===== src/rtl/trail_stack_pkg.sv =====
// Shared types for the assignment trail: sizing constants, entry layout, FSM states.
package trail_stack_pkg;

  localparam int MAX_VARS      = 16;
  localparam int MAX_VARS_BITS = 4;

  // One trail entry. flipped marks a decision whose other branch is already taken.
  typedef struct packed {
    logic [MAX_VARS_BITS-1:0] var_idx;
    logic                     val;
    logic                     is_dec;
    logic                     flipped;
    logic [MAX_VARS_BITS-1:0] dec_idx;
  } trail_entry;

  typedef enum logic [1:0] {
    IDLE  = 2'd0,
    POP   = 2'd1,
    UNSAT = 2'd2
  } bt_state_t;

endpackage


===== src/rtl/trail_mem.sv =====
// Register-array stack storage: one write port (append or in-place flip) and a
// combinational read of the current top-of-stack entry.
module trail_mem
  import trail_stack_pkg::*;
#(
  parameter int DEPTH = MAX_VARS,
  parameter int IDX_W = MAX_VARS_BITS
) (
  input  logic             clock,
  input  logic             i_we,
  input  logic [IDX_W-1:0] i_waddr,
  input  trail_entry       i_wdata,
  input  logic [IDX_W-1:0] i_raddr,
  output trail_entry       o_rdata
);

  trail_entry r_mem [DEPTH];

  // Entry storage carries no reset; only count decides which entries are live.
  always_ff @(posedge clock) begin
    if (i_we) begin
      r_mem[i_waddr] <= i_wdata;
    end
  end

  assign o_rdata = r_mem[i_raddr];

endmodule


===== src/rtl/trail_stack.sv =====
// Assignment trail and backtrack engine: records assignments in order and, on a
// conflict, unwinds to the most recent untried decision and flips it.
module trail_stack
  import trail_stack_pkg::*;
#(
  parameter int DEPTH = MAX_VARS,
  parameter int IDX_W = MAX_VARS_BITS
) (
  input  logic             clock,
  input  logic             reset,
  input  logic             push,
  input  logic [IDX_W-1:0] push_var_idx,
  input  logic             push_val,
  input  logic             push_is_dec,
  input  logic [IDX_W-1:0] push_dec_idx,
  input  logic             conflict,
  output logic             busy,
  output logic             unassign_valid,
  output logic [IDX_W-1:0] unassign_var_idx,
  output logic             back_write,
  output logic [IDX_W-1:0] back_dec_idx,
  output logic             flip_valid,
  output logic [IDX_W-1:0] flip_var_idx,
  output logic             flip_val,
  output logic             unsat,
  output logic             overflow,
  output logic [IDX_W:0]   count
);

  localparam logic [IDX_W:0] L_DEPTH = (IDX_W+1)'(DEPTH);
  localparam logic [IDX_W:0] L_ONE   = (IDX_W+1)'(1);

  bt_state_t        r_state, w_state_nxt;
  logic [IDX_W:0]   r_count;
  logic             r_busy, r_unassign_valid, r_back_write, r_flip_valid;
  logic             r_flip_val, r_unsat, r_overflow;
  logic [IDX_W-1:0] r_unassign_var_idx, r_back_dec_idx, r_flip_var_idx;

  trail_entry       w_top, w_wdata;
  logic             w_we;
  logic [IDX_W-1:0] w_waddr, w_top_idx;
  logic             w_push_ok, w_push_ovf, w_pop, w_flip, w_to_unsat;

  // When count is 0 this index wraps, but the top entry is not consulted then.
  assign w_top_idx = IDX_W'(r_count - L_ONE);

  trail_mem #(
    .DEPTH (DEPTH),
    .IDX_W (IDX_W)
  ) u_mem (
    .clock   (clock),
    .i_we    (w_we),
    .i_waddr (w_waddr),
    .i_wdata (w_wdata),
    .i_raddr (w_top_idx),
    .o_rdata (w_top)
  );

  // Next-state and per-cycle action decode for IDLE/POP/UNSAT.
  always_comb begin
    w_state_nxt = r_state;
    w_we        = 1'b0;
    w_waddr     = r_count[IDX_W-1:0];
    w_wdata     = '{var_idx: push_var_idx, val: push_val, is_dec: push_is_dec,
                    flipped: 1'b0, dec_idx: push_dec_idx};
    w_push_ok   = 1'b0;
    w_push_ovf  = 1'b0;
    w_pop       = 1'b0;
    w_flip      = 1'b0;
    w_to_unsat  = 1'b0;
    case (r_state)
      IDLE: begin
        // A push in the same cycle as a conflict lands first, so it is unwound too.
        if (push) begin
          if (r_count < L_DEPTH) begin
            w_push_ok = 1'b1;
            w_we      = 1'b1;
          end else begin
            w_push_ovf = 1'b1;
          end
        end
        if (conflict) begin
          w_state_nxt = POP;
        end
      end
      POP: begin
        if (r_count == '0) begin
          w_to_unsat  = 1'b1;
          w_state_nxt = UNSAT;
        end else if (w_top.is_dec && !w_top.flipped) begin
          w_flip          = 1'b1;
          w_we            = 1'b1;
          w_waddr         = w_top_idx;
          w_wdata         = w_top;
          w_wdata.val     = ~w_top.val;
          w_wdata.flipped = 1'b1;
          w_state_nxt     = IDLE;
        end else begin
          w_pop = 1'b1;
        end
      end
      UNSAT: begin
        w_state_nxt = UNSAT;
      end
      default: begin
        w_state_nxt = IDLE;
      end
    endcase
  end

  // State register; reset aborts any backtrack in progress.
  always_ff @(posedge clock or negedge reset) begin
    if (!reset) begin
      r_state <= IDLE;
    end else begin
      r_state <= w_state_nxt;
    end
  end

  // Registered counter, pulses, sticky flags and their payloads.
  always_ff @(posedge clock or negedge reset) begin
    if (!reset) begin
      r_count            <= '0;
      r_busy             <= 1'b0;
      r_unassign_valid   <= 1'b0;
      r_unassign_var_idx <= '0;
      r_back_write       <= 1'b0;
      r_back_dec_idx     <= '0;
      r_flip_valid       <= 1'b0;
      r_flip_var_idx     <= '0;
      r_flip_val         <= 1'b0;
      r_unsat            <= 1'b0;
      r_overflow         <= 1'b0;
    end else begin
      r_busy           <= (w_state_nxt != IDLE);
      r_unassign_valid <= w_pop;
      r_back_write     <= w_flip;
      r_flip_valid     <= w_flip;
      if (w_push_ok) begin
        r_count <= r_count + L_ONE;
      end else if (w_pop) begin
        r_count <= r_count - L_ONE;
      end
      if (w_pop) begin
        r_unassign_var_idx <= w_top.var_idx;
      end
      if (w_flip) begin
        r_back_dec_idx <= w_top.dec_idx;
        r_flip_var_idx <= w_top.var_idx;
        r_flip_val     <= ~w_top.val;
      end
      if (w_push_ovf) begin
        r_overflow <= 1'b1;
      end
      if (w_to_unsat) begin
        r_unsat <= 1'b1;
      end
    end
  end

  assign busy             = r_busy;
  assign unassign_valid   = r_unassign_valid;
  assign unassign_var_idx = r_unassign_var_idx;
  assign back_write       = r_back_write;
  assign back_dec_idx     = r_back_dec_idx;
  assign flip_valid       = r_flip_valid;
  assign flip_var_idx     = r_flip_var_idx;
  assign flip_val         = r_flip_val;
  assign unsat            = r_unsat;
  assign overflow         = r_overflow;
  assign count            = r_count;

endmodule


===== config.mk =====
export PLATFORM = sky130hd
export DESIGN_NAME = trail_stack
export DESIGN_NICKNAME = d
export VERILOG_FILES = /design/src/rtl/trail_stack_pkg.sv /design/src/rtl/trail_mem.sv /design/src/rtl/trail_stack.sv
export SDC_FILE = /design/constraint.sdc
export NUM_CORES = 1
export LEC_CHECK = 0
export CORE_MARGIN = 5
export CORE_UTILIZATION = 45
export CTS_BUF_LIST = sky130_fd_sc_hd__clkbuf_8
export DETAILED_ROUTE_END_ITERATION = 12
export HOLD_SLACK_MARGIN = 0.05
export PLACE_DENSITY = 0.62
export SLEW_MARGIN = 25
export SYNTH_ARGS = -nofsm -noshare
export SYNTH_HDL_FRONTEND = slang
export SYNTH_HIERARCHICAL = 1
export SYNTH_SLANG_ARGS = --single-unit

===== constraint.sdc =====
create_clock -name clock -period 9.4 [get_ports clock]
set_input_delay 1.41 -clock clock [delete_from_list [all_inputs] [get_ports clock]]
set_output_delay 1.41 -clock clock [all_outputs]
set_load 0.005 [all_outputs]

==> metrics.yaml <==
drt:
  drtIter0Drc: 422
  routedWlPerCell_um: 22.32
  wirelength_um: 16780
  vias: 4204
  postRouteAntennaNets: 0
  via_per_inst: 5.590
  drc_errors: 0
  firstDrtPassIters: 5
logic_synthesis:
  yosysTopAreaCellShare: 0.6512
  synth_commonest_cells: "176 x edfxtp_1, 68 x nand2_1, 28 x mux4_2"
  synth_nets: 456
  avgSynthCellArea_sq_um: 18.49
  netlist_area_sq_um: 8115
  yosys.area.top_type: "edfxtp_1"
  synth_ff_type: "edfxtp_1"
  synth.distinct_cells: 50
  synth.most_common_cell: "edfxtp_1"
  ys_ff_latch: 201
  yosysSeqAreaShare: 0.7283
  synthCells: 439
  ys_warn_count: 6
  synth.area.top_cells: "edfxtp_1 65%, mux4_2 7.8%, dfrtp_1 7.7%, mux4_1 5.2%, nand2_1 3.1%"
  synthArstFlopShare: 0.1244
  synth_edf_count: 176
timing:
  skew_ns: 0.02786
  fin_setup_tns_ns: 0
  max-slew-margin-rel: 0.3447
  slew_violations: 0
  setup_violations: 0
  period_minus_slack_ns: 6.537
  max_freq_mhz: 153.0
  finalHoldViolCount: 0
  finalCritPeriodShare: 0.6954
  rsz0062_at_grt: "no"
  worst_slew_pin_slew_ns: 0.9776
finish:
  fin_util: 0.5212
  layout-drive-gt1-share: 0.1931
  nFillCells: 1394
  fin_nets: 518
  n_antenna_cell: 0
  area_growth_pct: 14.59
worst_setup_path:
  worstSetupStartpointType: "register"
  crit_slowest_cell: "nor3_2"
  worstPathArrival_ns: 6.65
  slowest_delay_ns: 0.77
  endpoint_kind: "register"
  crit_type: "reg2reg"
  crit_buf_inv: 5
  required_ns: 9.51
  crit_family: "simple AND/OR/NAND/NOR gates"
  crit_path_cell_trace: "inv_2 -> buf_4 -> ha_1 -> inv_1 -> buf_4 -> mux4_2 -> a22oi_1 -> nand2_1 -> and4bb_2 -> nand2b_2 -> inv_2 -> or2_1 -> or3b_2 -> nor3_2"
  critPathMaxFanout: 47
die:
  fp-row-count: 49
  die_width_um: 144.3
  start_util: 0.4549
  core_area_sq_um: 17840
  die_h_um: 144.3
  dieArea_sq_um: 20820
  ios: 38
grt:
  first_global_vias: 4415
  antenna_found_initial: 0
  grt_pass1_wl_um: 26120
  gr-total-overflow: 0
  grt_max_degree: 48
  grt_usage: 0.1690
pwr:
  p_int_w: 0.002291
  p_switching_w: 0.001387
  total_power_w: 0.003678
  max-vdd-ir-drop_v: 0.0002136
  power_density_nw_per_um2: 395.5
  seqPwrFrac: 0.399
  power_frac_clock: 0.183
  p_leak_nw: 3.264
  switching_share: 0.3772
  power_frac_comb: 0.419
status:
  outcome: "complete, no violations"
clock_tree:
  cts_sinks: 201
  cts_root_buffer: "clkbuf_8"
  ctsHoldBuffers: 0
  clock_path_buffers: 3
  cts_tree: "done"
  insertion_delay_ns: 0.52
  cts_max_level: 2
  cts.repair.resized: 0
  cts_setup_buffers: 0
  cts.clk_slew.worst_paths_ns: 0.06
  cts_buffers: 34
placed_design:
  place_congestion: 0.7704
  hpwl_um: 10570
  port_buffers: 37
job:
  maxCapViolations: 0
worst_hold_path:
  hold_class: "reg2reg"
## final cells by class
type | count | area (sq um) | share of cell area
flip-flops and latches | 201 | 5911 | 0.6356
well taps | 229 | 286.5 | 0.03081
clock inverters | 23 | 100.1 | 0.01076
inverters | 7 | 33.78 | 0.003633
repair buffers | 49 | 460.4 | 0.04952
multi-input cells | 208 | 2026 | 0.2178
clock buffers | 35 | 481.7 | 0.05180
## stage by stage
step	hold WS (ns)	area, sq um	setup WS [ns]	cells
after floorplan	0.4590	8115	4.975	439
after global placement	0.4536	8698	2.966	694
after detailed placement	0.4640	8698	2.777	694
after CTS	0.4783	9280	2.736	752
after global routing	0.4994	9299	2.275	752
final	0.4702	9299	2.863	752
## state kept, by name (all words and copies together) (netlist names), 2 cells and up
| signal | flops |
|---|---|
| flip_var_idx | 4 |
| u_mem/r_mem | 176 |
| back_dec_idx | 4 |
| r_state | 2 |
| unassign_var_idx | 4 |
| count | 5 |
## worst reg2reg max path, delay by kind of cell, from the launching register on
| family | cells | cell delay (ns) |
|---|---|---|
| AOI/OAI and AO/OA | 1 | 0.26 |
| adders and majority gates | 1 | 0.42 |
| buffers and inverters | 5 | 2.29 |
| DFF | 1 | 0.45 |
| muxes | 1 | 0.38 |
| and+or+nand+nor | 6 | 2.35 |
## per-layer routing
| metal | GRT usage | part of all wire |
|---|---|---|
| met5 | 0 | 0 |
| met4 | 0.05498 | 0.019 |
| met3 | 0.03671 | 0.066 |
| met2 | 0.2780 | 0.50 |
| met1 | 0.2266 | 0.42 |
## worst paths after layout
kind                                                  from                               to  slack, ns  cells past startpoint
setup / recovery                      count[0]$_DFFE_PN0P_      u_mem/r_mem[0][5]$_DFFE_PP_       2.86                     14
hold / removal             unassign_var_idx[2]$_DFFE_PN0P_  unassign_var_idx[2]$_DFFE_PN0P_       0.47                      2
setup reg to reg                      count[0]$_DFFE_PN0P_      u_mem/r_mem[0][5]$_DFFE_PP_       2.86                     14
max in group asynchronous                            reset  unassign_var_idx[1]$_DFFE_PN0P_       7.85                      2
min in group asynchronous                            reset             count[0]$_DFFE_PN0P_       1.27                      2
hold reg to reg            unassign_var_idx[2]$_DFFE_PN0P_  unassign_var_idx[2]$_DFFE_PN0P_       0.47                      2
## cells in the final DEF, fill, tap and decap left out, types with 2 or more instances in the layout
| cell type | Yosys | layout |
|---|---|---|
| inv_1 | 5 | 19 |
| nor2b_1 | 3 | 3 |
| clkdlybuf4s50_1 | 0 | 37 |
| xor2_1 | 2 | 2 |
| nand3_1 | 2 | 2 |
| a31o_1 | 2 | 2 |
| nor2_1 | 15 | 9 |
| nand2_1 | 68 | 68 |
| nor3_2 | 1 | 2 |
| clkbuf_8 | 0 | 35 |
| o21ai_1 | 5 | 4 |
| o21ai_0 | 2 | 2 |
| clkinv_1 | 0 | 4 |
| xnor2_1 | 3 | 3 |
| clkinvlp_4 | 0 | 2 |
| nor3_1 | 6 | 5 |
| mux4_1 | 16 | 16 |
| buf_4 | 1 | 12 |
| ha_1 | 3 | 3 |
| mux4_2 | 28 | 28 |
| inv_2 | 1 | 2 |
| a22oi_1 | 23 | 23 |
| nand3b_1 | 2 | 2 |
| edfxtp_1 | 176 | 176 |
| o211ai_1 | 2 | 2 |
| nand2b_1 | 5 | 5 |
| nor2_2 | 1 | 7 |
| dfrtp_1 | 25 | 25 |
## power by group through the flow
stage / clock [W] / sequential (W) / combinational [W]
after detailed placement: 0 / 0.00149 / 0.00154
final: 0.000671 / 0.00147 / 0.00154
after global routing: 0.000738 / 0.00149 / 0.00169
after CTS: 0.000690 / 0.00147 / 0.00154
after global placement: 0 / 0.00148 / 0.00150
after floorplan: 0 / 0.00144 / 0.00110
## cell families after synthesis
logic type	Yosys count	synth area share
flops	201	0.7283
simple gates	114	0.06830
mux	44	0.1295
compound gates	42	0.03885
buf+inv	30	0.02498
xor+xnor	5	0.005397
fa+ha+maj	3	0.004626
No activity file was read; power rests on OpenSTA's default activity.
